`config.mk`:
```
export PLATFORM = sky130hd
export DESIGN_NAME = round_controller
export DESIGN_NICKNAME = d
export VERILOG_FILES = /design/src/rtl/cyberwar_pkg.sv /design/src/rtl/score_counter.sv /design/src/rtl/round_controller.sv
export SDC_FILE = /design/constraint.sdc
export NUM_CORES = 1
export LEC_CHECK = 0
export ABC_AREA = 1
export CAP_MARGIN = 20
export CORE_MARGIN = 2
export CORE_UTILIZATION = 54
export CTS_CLUSTER_SIZE = 28
export DETAILED_ROUTE_END_ITERATION = 16
export GPL_TIMING_DRIVEN = 0
export PLACE_DENSITY = 0.81
export SLEW_MARGIN = 40
export SYNTH_ARGS = -nofsm -noshare
export SYNTH_HDL_FRONTEND = slang
export SYNTH_SLANG_ARGS = --single-unit
```
`constraint.sdc`:
```
create_clock -name Clock -period 2.4 [get_ports Clock]
set_input_delay 0.48 -clock Clock [delete_from_list [all_inputs] [get_ports Clock]]
set_output_delay 0.48 -clock Clock [all_outputs]
set_load 0.03 [all_outputs]
```
`src/rtl/cyberwar_pkg.sv`:
```
// Shared types and defaults for the cyberwar round logic: FSM states,
// winner encodings and default game constants.
package cyberwar_pkg;

    typedef enum logic [1:0] {
        PLAY,
        RESTART,
        OVER
    } state_t;

    localparam logic [1:0] WIN_NONE  = 2'b00;
    localparam logic [1:0] WIN_LEFT  = 2'b01;
    localparam logic [1:0] WIN_RIGHT = 2'b10;

    localparam int unsigned DEF_WIN_SCORE   = 7;
    localparam int unsigned DEF_HOLD_CYCLES = 2;

endpackage

```
`src/rtl/score_counter.sv`:
```
// Saturating per-player score counter; stops at MAX_COUNT and never wraps.
module score_counter #(
    parameter int unsigned SCORE_W   = 3,
    parameter int unsigned MAX_COUNT = 7
) (
    input  logic               Clock,
    input  logic               Reset,
    input  logic               inc,
    output logic [SCORE_W-1:0] count,
    output logic               atMax
);

    localparam logic [SCORE_W-1:0] MAX_VAL = SCORE_W'(MAX_COUNT);

    assign atMax = (count == MAX_VAL);

    always_ff @(posedge Clock or posedge Reset) begin
        if (Reset) begin
            count <= '0;
        end else if (inc && !atMax) begin
            count <= count + 1'b1;
        end
    end

endmodule

```
`src/rtl/round_controller.sv`:
```
// Round controller: scores edge hits, holds the playfield in restart between
// points, and latches the winner once a player reaches WIN_SCORE.
module round_controller
    import cyberwar_pkg::*;
#(
    parameter int unsigned WIN_SCORE   = DEF_WIN_SCORE,
    parameter int unsigned SCORE_W     = 3,
    parameter int unsigned HOLD_CYCLES = DEF_HOLD_CYCLES
) (
    input  logic               Clock,
    input  logic               Reset,
    input  logic               L,
    input  logic               R,
    input  logic               edgeL,
    input  logic               edgeR,
    output logic               res,
    output logic [SCORE_W-1:0] scoreL,
    output logic [SCORE_W-1:0] scoreR,
    output logic [1:0]         winner,
    output logic               gameOver
);

    localparam logic [SCORE_W-1:0] LAST_PT = SCORE_W'(WIN_SCORE - 1);
    localparam logic [3:0]         HOLD_M1 = 4'(HOLD_CYCLES - 1);

    state_t     state;
    logic [3:0] hold;
    logic       pointL, pointR;
    logic       atMaxL, atMaxR;

    // Each press condition excludes the opposite press, so both can never fire together.
    assign pointL = (state == PLAY) && edgeL && L && !R;
    assign pointR = (state == PLAY) && edgeR && R && !L;

    score_counter #(
        .SCORE_W  (SCORE_W),
        .MAX_COUNT(WIN_SCORE)
    ) u_scoreL (
        .Clock(Clock),
        .Reset(Reset),
        .inc  (pointL),
        .count(scoreL),
        .atMax(atMaxL)
    );

    score_counter #(
        .SCORE_W  (SCORE_W),
        .MAX_COUNT(WIN_SCORE)
    ) u_scoreR (
        .Clock(Clock),
        .Reset(Reset),
        .inc  (pointR),
        .count(scoreR),
        .atMax(atMaxR)
    );

    always_ff @(posedge Clock or posedge Reset) begin
        if (Reset) begin
            state    <= PLAY;
            hold     <= '0;
            res      <= 1'b0;
            gameOver <= 1'b0;
            winner   <= WIN_NONE;
        end else begin
            case (state)
                PLAY: begin
                    if (pointL && !atMaxL) begin
                        res <= 1'b1;
                        if (scoreL == LAST_PT) begin
                            state    <= OVER;
                            gameOver <= 1'b1;
                            winner   <= WIN_LEFT;
                        end else begin
                            state <= RESTART;
                            hold  <= HOLD_M1;
                        end
                    end else if (pointR && !atMaxR) begin
                        res <= 1'b1;
                        if (scoreR == LAST_PT) begin
                            state    <= OVER;
                            gameOver <= 1'b1;
                            winner   <= WIN_RIGHT;
                        end else begin
                            state <= RESTART;
                            hold  <= HOLD_M1;
                        end
                    end
                end
                RESTART: begin
                    if (hold == '0) begin
                        state <= PLAY;
                        res   <= 1'b0;
                    end else begin
                        hold <= hold - 1'b1;
                    end
                end
                OVER: begin
                    res <= 1'b1;
                end
                default: begin
                    state <= PLAY;
                    res   <= 1'b0;
                end
            endcase
        end
    end

endmodule

```
==> results of run 1 <==
[per-layer routing]
metal  vias up  track usage (%)  share of wire [%]
met2        21             35.3                 49
li1        353                -                  -
met5         -                0                  0
met3         2             6.12                4.5
met4         0             5.45               0.89
met1       331             23.0                 45
[worst max-delay path by stage]
| stage | to | startpoint | slack [ps] | cells after the start |
|---|---|---|---|---|
| 2_1_floorplan | hold[2] | u_scoreL.count[0] | 670 | 9 |
| 3_3_place_gp | hold[0] | R | 510 | 8 |
| 3_5_place_dp | hold[3] | R | 450 | 8 |
| 4_1_cts | scoreL[1] | u_scoreL.count[1] | 540 | 1 |
| 5_1_grt | hold[0] | u_scoreL.count[1] | 480 | 9 |
| 6_report | scoreL[2] | u_scoreL.count[2] | 550 | 1 |
[cell type report]
class                   count  area [µm²]  area share (%)
inverters                  12        45.0            4.21
flip-flops and latches     16         400            37.4
repair buffers             15         150            14.0
well taps                  16        20.0            1.87
clock buffers               3        22.5            2.10
multi-input cells          71         433            40.4
[cell usage in the layout (no fill, tap or decap), drive strengths merged]
cell | Yosys | layout
nand2 | 29 | 29
xor2 | 2 | 2
nand4 | 2 | 2
ha | 8 | 8
a21oi | 3 | 3
clkdlybuf4s50 | 0 | 15
clkbuf | 0 | 3
inv | 12 | 12
nand3b | 1 | 1
nor3 | 1 | 1
nor2 | 8 | 8
o21ai | 5 | 5
nand3 | 10 | 10
mux2 | 2 | 2
dfrtp | 16 | 16
[through the flow]
stage	hold WS, ps	total power (W)	util, %
2_1_floorplan	394	0.000935	-
3_3_place_gp	449	0.00114	68.8
3_5_place_dp	473	0.00117	68.8
4_1_cts	496	0.00131	70.3
5_1_grt	524	0.00141	70.3
6_report	482	0.00130	70.3
[flip-flops by register name, summed over array words and instances (netlist names)]
signal          cells
res                 1
gameOver            1
u_scoreL.count      3
state               2
winner              2
hold                4
u_scoreR.count      3
[cell families (layout without fill, tap and decap cells)]
| kind of cell | count (synthesis) | count (layout) | share of synthesized area, % |
|---|---|---|---|
| AO/OA/AOI/OAI | 8 | 8 | 4.56 |
| XOR/XNOR | 2 | 2 | 1.99 |
| adder cells (fa/ha/maj) | 8 | 8 | 11.4 |
| buffers and inverters | 12 | 30 | 5.13 |
| flip-flops | 16 | 16 | 45.6 |
| multiplexers | 2 | 2 | 2.56 |
| AND/OR/NAND/NOR | 51 | 51 | 28.8 |
[report_power, final]
part	switching, W	total, W	leakage [nW]	internal [W]
sequential	0.0000918	0.000464	0.199	0.000372
combinational	0.000422	0.000698	0.368	0.000276
clock	0.0000757	0.000134	0.0138	0.0000582
total	0.000589	0.00130	0.581	0.000706
==> impl_metrics.toml, run 1 <==
[setup_path]
required_ps = 1920
worst_setup_path_start_kind = "flop"
critPathKind = "reg2out"
timing.rr.end = "hold[3]"
worstPathMaxFanout = 4
critPathTopFamily = "buffers and inverters"
critPathArrivalTime_ps = 1370
reg2reg_setup_slack_ps = 590
cp_num_buf_inv = 1
cp_cell_sequence = "clkdlybuf4s50_1"
rr_startpoint = "u_scoreL.count[0]"
r2r_cells = 9
cp-end-kind = "output port"
slowest_stage = "clkdlybuf4s50_1"
critPathMaxStageDelay_ps = 690

[finish]
instances_no_fill = 133
n_antenna_cell = 0
area_growth_pct = 21.9
final_layout_size_suffix_gt1_share_pct = 10.3
final_net_count = 133
design_area_um2 = 1070
fillers = 127

[cts]
post-cts-setup-buffer-count = 0
clock_latency_ps = 280
clockBufferDepth = 2
clock_sinks = 16
h-tree-depth = 1
cts_tree = "built"
ctsResizeCount = 0
root_buffer = "clkbuf_4"
holdBufCountCts = 0
cts.clk_slew.worst_paths_ps = 80
cts_inserted_buffers = 3

[sta]
fmax_mhz = 541
slew_headroom_pct = 61.2
period_needed_ps = 1850
finalSetupTns_ps = 0
setup_viol = 0
rsz0062_at_grt = "false"
fin_skew_ps = 1.52
fin_crit_sh_pct = 77.1
fin_ws_ps = 550
worstMarginPinSlew_ps = 582
hold_violations = 0
maxSlewViolCount = 0

[drt]
drt-initial-drc-count = 12
first_pass_iters = 4
ant_nets = 0
drcViolationCount = 0
vias_per_cell = 5.32
wl_per_cell_um = 11.8
wl_um = 1570
vias = 707

[hold_path]
hp-start = "gameOver"
min_path_cells = 2
holdPathEnd = "gameOver"
holdCritPathClass = "reg2reg"

[place]
dp_slack_ps = 452
gp_congestion = 0.749
dp_cells = 130
dpl.hpwl_um = 1200
portBuffers = 15
placed_area_um2 = 1050

[logic_synthesis]
synth_common_cells = "nand2_1 (27), dfrtp_1 (16), inv_1 (12), ha_1 (8)"
synth_fp_nets = 113
synth-edff-count = 0
synth_warnings = 0
synth-seq-area-share_pct = 45.6
async_flop_share_pct = 100
yosys.cell_count.top_type = "nand2_1"
synthesis.area_um2 = 878
synth_top_area_cell = "dfrtp_1"
synth_top_area_share_pct = 45.6
ys_ff_latch = 16
synth.avg_cell_area_um2 = 8.87
synth_ff_type = "dfrtp_1"
ys_types = 18
syn_inst = 99
synth.area.top_cells = "dfrtp_1 (46%), nand2_1 (12%), ha_1 (11%)"

[pwr]
power_density_nw_per_um2 = 1210
p_leak_nw = 0.581
ir_drop_mv = 0.926

[flow_run]
drv_cap = 0

[floorplanning]
die_area_um2 = 1970
core_area_um2 = 1520
die_h_um = 44.3
initial_core_util_pct = 57.6
die_w_um = 44.3
fp-row-count = 14
ios = 16

[grt]
grt_pass1_vias = 684
overflow = 0
antenna_found_initial = 0
grt_usage_pct = 19.8
grt_first_pass_wirelength_um = 2810
grt_max_degree = 17

[run_status]
status = "completed"
Power figures use the tool's default switching activity.
==> run 2: changes to the inputs <==
--- a/config.mk
+++ b/config.mk
@@ -8,11 +8,11 @@
 export ABC_AREA = 1
 export CAP_MARGIN = 20
 export CORE_MARGIN = 2
-export CORE_UTILIZATION = 54
+export CORE_UTILIZATION = 50
 export CTS_CLUSTER_SIZE = 28
 export DETAILED_ROUTE_END_ITERATION = 16
 export GPL_TIMING_DRIVEN = 0
-export PLACE_DENSITY = 0.81
+export PLACE_DENSITY = 0.76
 export SLEW_MARGIN = 40
 export SYNTH_ARGS = -nofsm -noshare
 export SYNTH_HDL_FRONTEND = slang
==> constraint.sdc (replaced) <==
create_clock -name Clock -period 1.9 [get_ports Clock]
set_input_delay 0.38 -clock Clock [delete_from_list [all_inputs] [get_ports Clock]]
set_output_delay 0.38 -clock Clock [all_outputs]
set_load 0.03 [all_outputs]
==> run 2 against run 1 <==
Effect of this change:
- clock skew is essentially flat
- register-to-register slack lost 400 ps
- critical endpoint is now scoreL[1]
- routed wire length shrank 2.4%
- final cell count grew 1.5%
- largest power group unchanged
- setup slack lost 420 ps
- global-route usage shrank 2.2 points
==> impl_metrics.toml, run 2 (synthesis gave the netlist of run 1 again) <==
[finish]
fillers = 149
largestRegisters = "hold: 4 flops, u_scoreL.count: 3 flops, u_scoreR.count: 3 flops"
layout_common_cells = "nand2_1 (27), dfrtp_1 (16), clkdlybuf4s50_1 (15)"
largest-register = "hold"
area_growth_pct = 23.9
final_layout_size_suffix_gt1_share_pct = 11.9
largest_register_ffs = 4
mostFrequentLayoutCell = "nand2_1"
n_antenna_cell = 0
final_net_count = 133

[sta]
period_needed_ps = 1770
slew_headroom_pct = 60.9
rsz0062_at_grt = "false"
maxSlewViolCount = 0
setup_viol = 0
hold_violations = 0
fmax_mhz = 566
worstMarginPinSlew_ps = 586
fin_crit_sh_pct = 93.0
fin_skew_ps = 1.03
hold_slack_ps = 443
finalSetupTns_ps = 0

[setup_path]
worst_setup_path_start_kind = "flop"
critPathArrivalTime_ps = 1390
critPathTopFamily = "buffers and inverters"
required_ps = 1520
cp_cell_sequence = "clkdlybuf4s50_1"
cp_num_buf_inv = 1
worstPathMaxFanout = 4
critPathMaxStageDelay_ps = 690
slowest_stage = "clkdlybuf4s50_1"
cp-end-kind = "output port"
critPathKind = "reg2out"

[drt]
vias = 692
wl_um = 1530
ant_nets = 0
drcViolationCount = 0
first_pass_iters = 4
drt-initial-drc-count = 9
wl_per_cell_um = 11.3
vias_per_cell = 5.13

[grt]
grt_first_pass_wirelength_um = 2660
grt_max_degree = 17
grt_pass1_vias = 652
antenna_found_initial = 0
grt_usage_pct = 17.6
overflow = 0

[cts]
root_buffer = "clkbuf_4"
clock_sinks = 16
cts_inserted_buffers = 3
cts_tree = "built"
h-tree-depth = 1
clockBufferDepth = 2
clock_latency_ps = 280
cts.clk_slew.worst_paths_ps = 100

[run_status]
status = "completed"

[floorplanning]
die_w_um = 45.9
die_h_um = 45.9
initial_core_util_pct = 52.0
core_area_um2 = 1690
ios = 16
die_area_um2 = 2110
fp-row-count = 15

[place]
dpl.hpwl_um = 1190
gp_congestion = 0.733
portBuffers = 15

[pwr]
power_w = 0.00169
ir_drop_mv = 0.944
power_density_nw_per_um2 = 1550
p_leak_nw = 0.588

[flow_run]
drv_cap = 0

[hold_path]
holdCritPathClass = "in2async"
## run 2: what timing repair did
action,4_1_cts,5_1_grt
hold buffers,0,0
endpoints found under the setup margin,0,1
setup buffers,0,0
resized for setup,0,1
## run 2: path summary, 6_finish.rpt
kind	from	to	slack [ps]	depth (start not counted)
min in group Clock	gameOver	gameOver	470	2
hold / removal	Reset	u_scoreL.count[1]	440	2
hold reg to reg	gameOver	gameOver	470	2
max in group asynchronous	Reset	winner[1]	1080	2
setup / recovery	u_scoreL.count[1]	scoreL[1]	130	1
setup reg to reg	u_scoreL.count[1]	hold[3]	190	9
## run 2: per-stage QoR
step	std cells	cell area [µm²]	utilization [%]	worst slack, ps
finish	135	1090	64.4	132
global route	135	1090	64.4	81.1
CTS	135	1090	64.3	106
detailed placement	131	1050	62.1	76.2
global placement	131	1050	62.1	104
floorplan	99	878	-	167
## run 2: layer usage
metal	wire length (µm)	global-route usage (%)	up-vias	share of wire (%)
met5	0	0	-	0
met4	21	8.57	0	1.4
met3	35	2.38	4	2.3
met2	731	28.6	11	48
met1	740	22.9	318	48
li1	-	-	359	-
## run 2: where the power goes
group | internal (W) | leakage [nW] | switching [W] | total, W
clock | 0.000117 | 0.0210 | 0.000112 | 0.000228
sequential | 0.000469 | 0.199 | 0.000112 | 0.000581
combinational | 0.000351 | 0.368 | 0.000529 | 0.000880
## run 2: cell type report
cell class	count	area, µm²	share of cell area, %
Tap cell	17	21.3	1.95
Sequential cell	16	400	36.8
Inverter	12	45.0	4.14
Timing Repair Buffer	15	150	13.8
Clock buffer	4	36.3	3.33
Multi-Input combinational cell	71	435	40.0
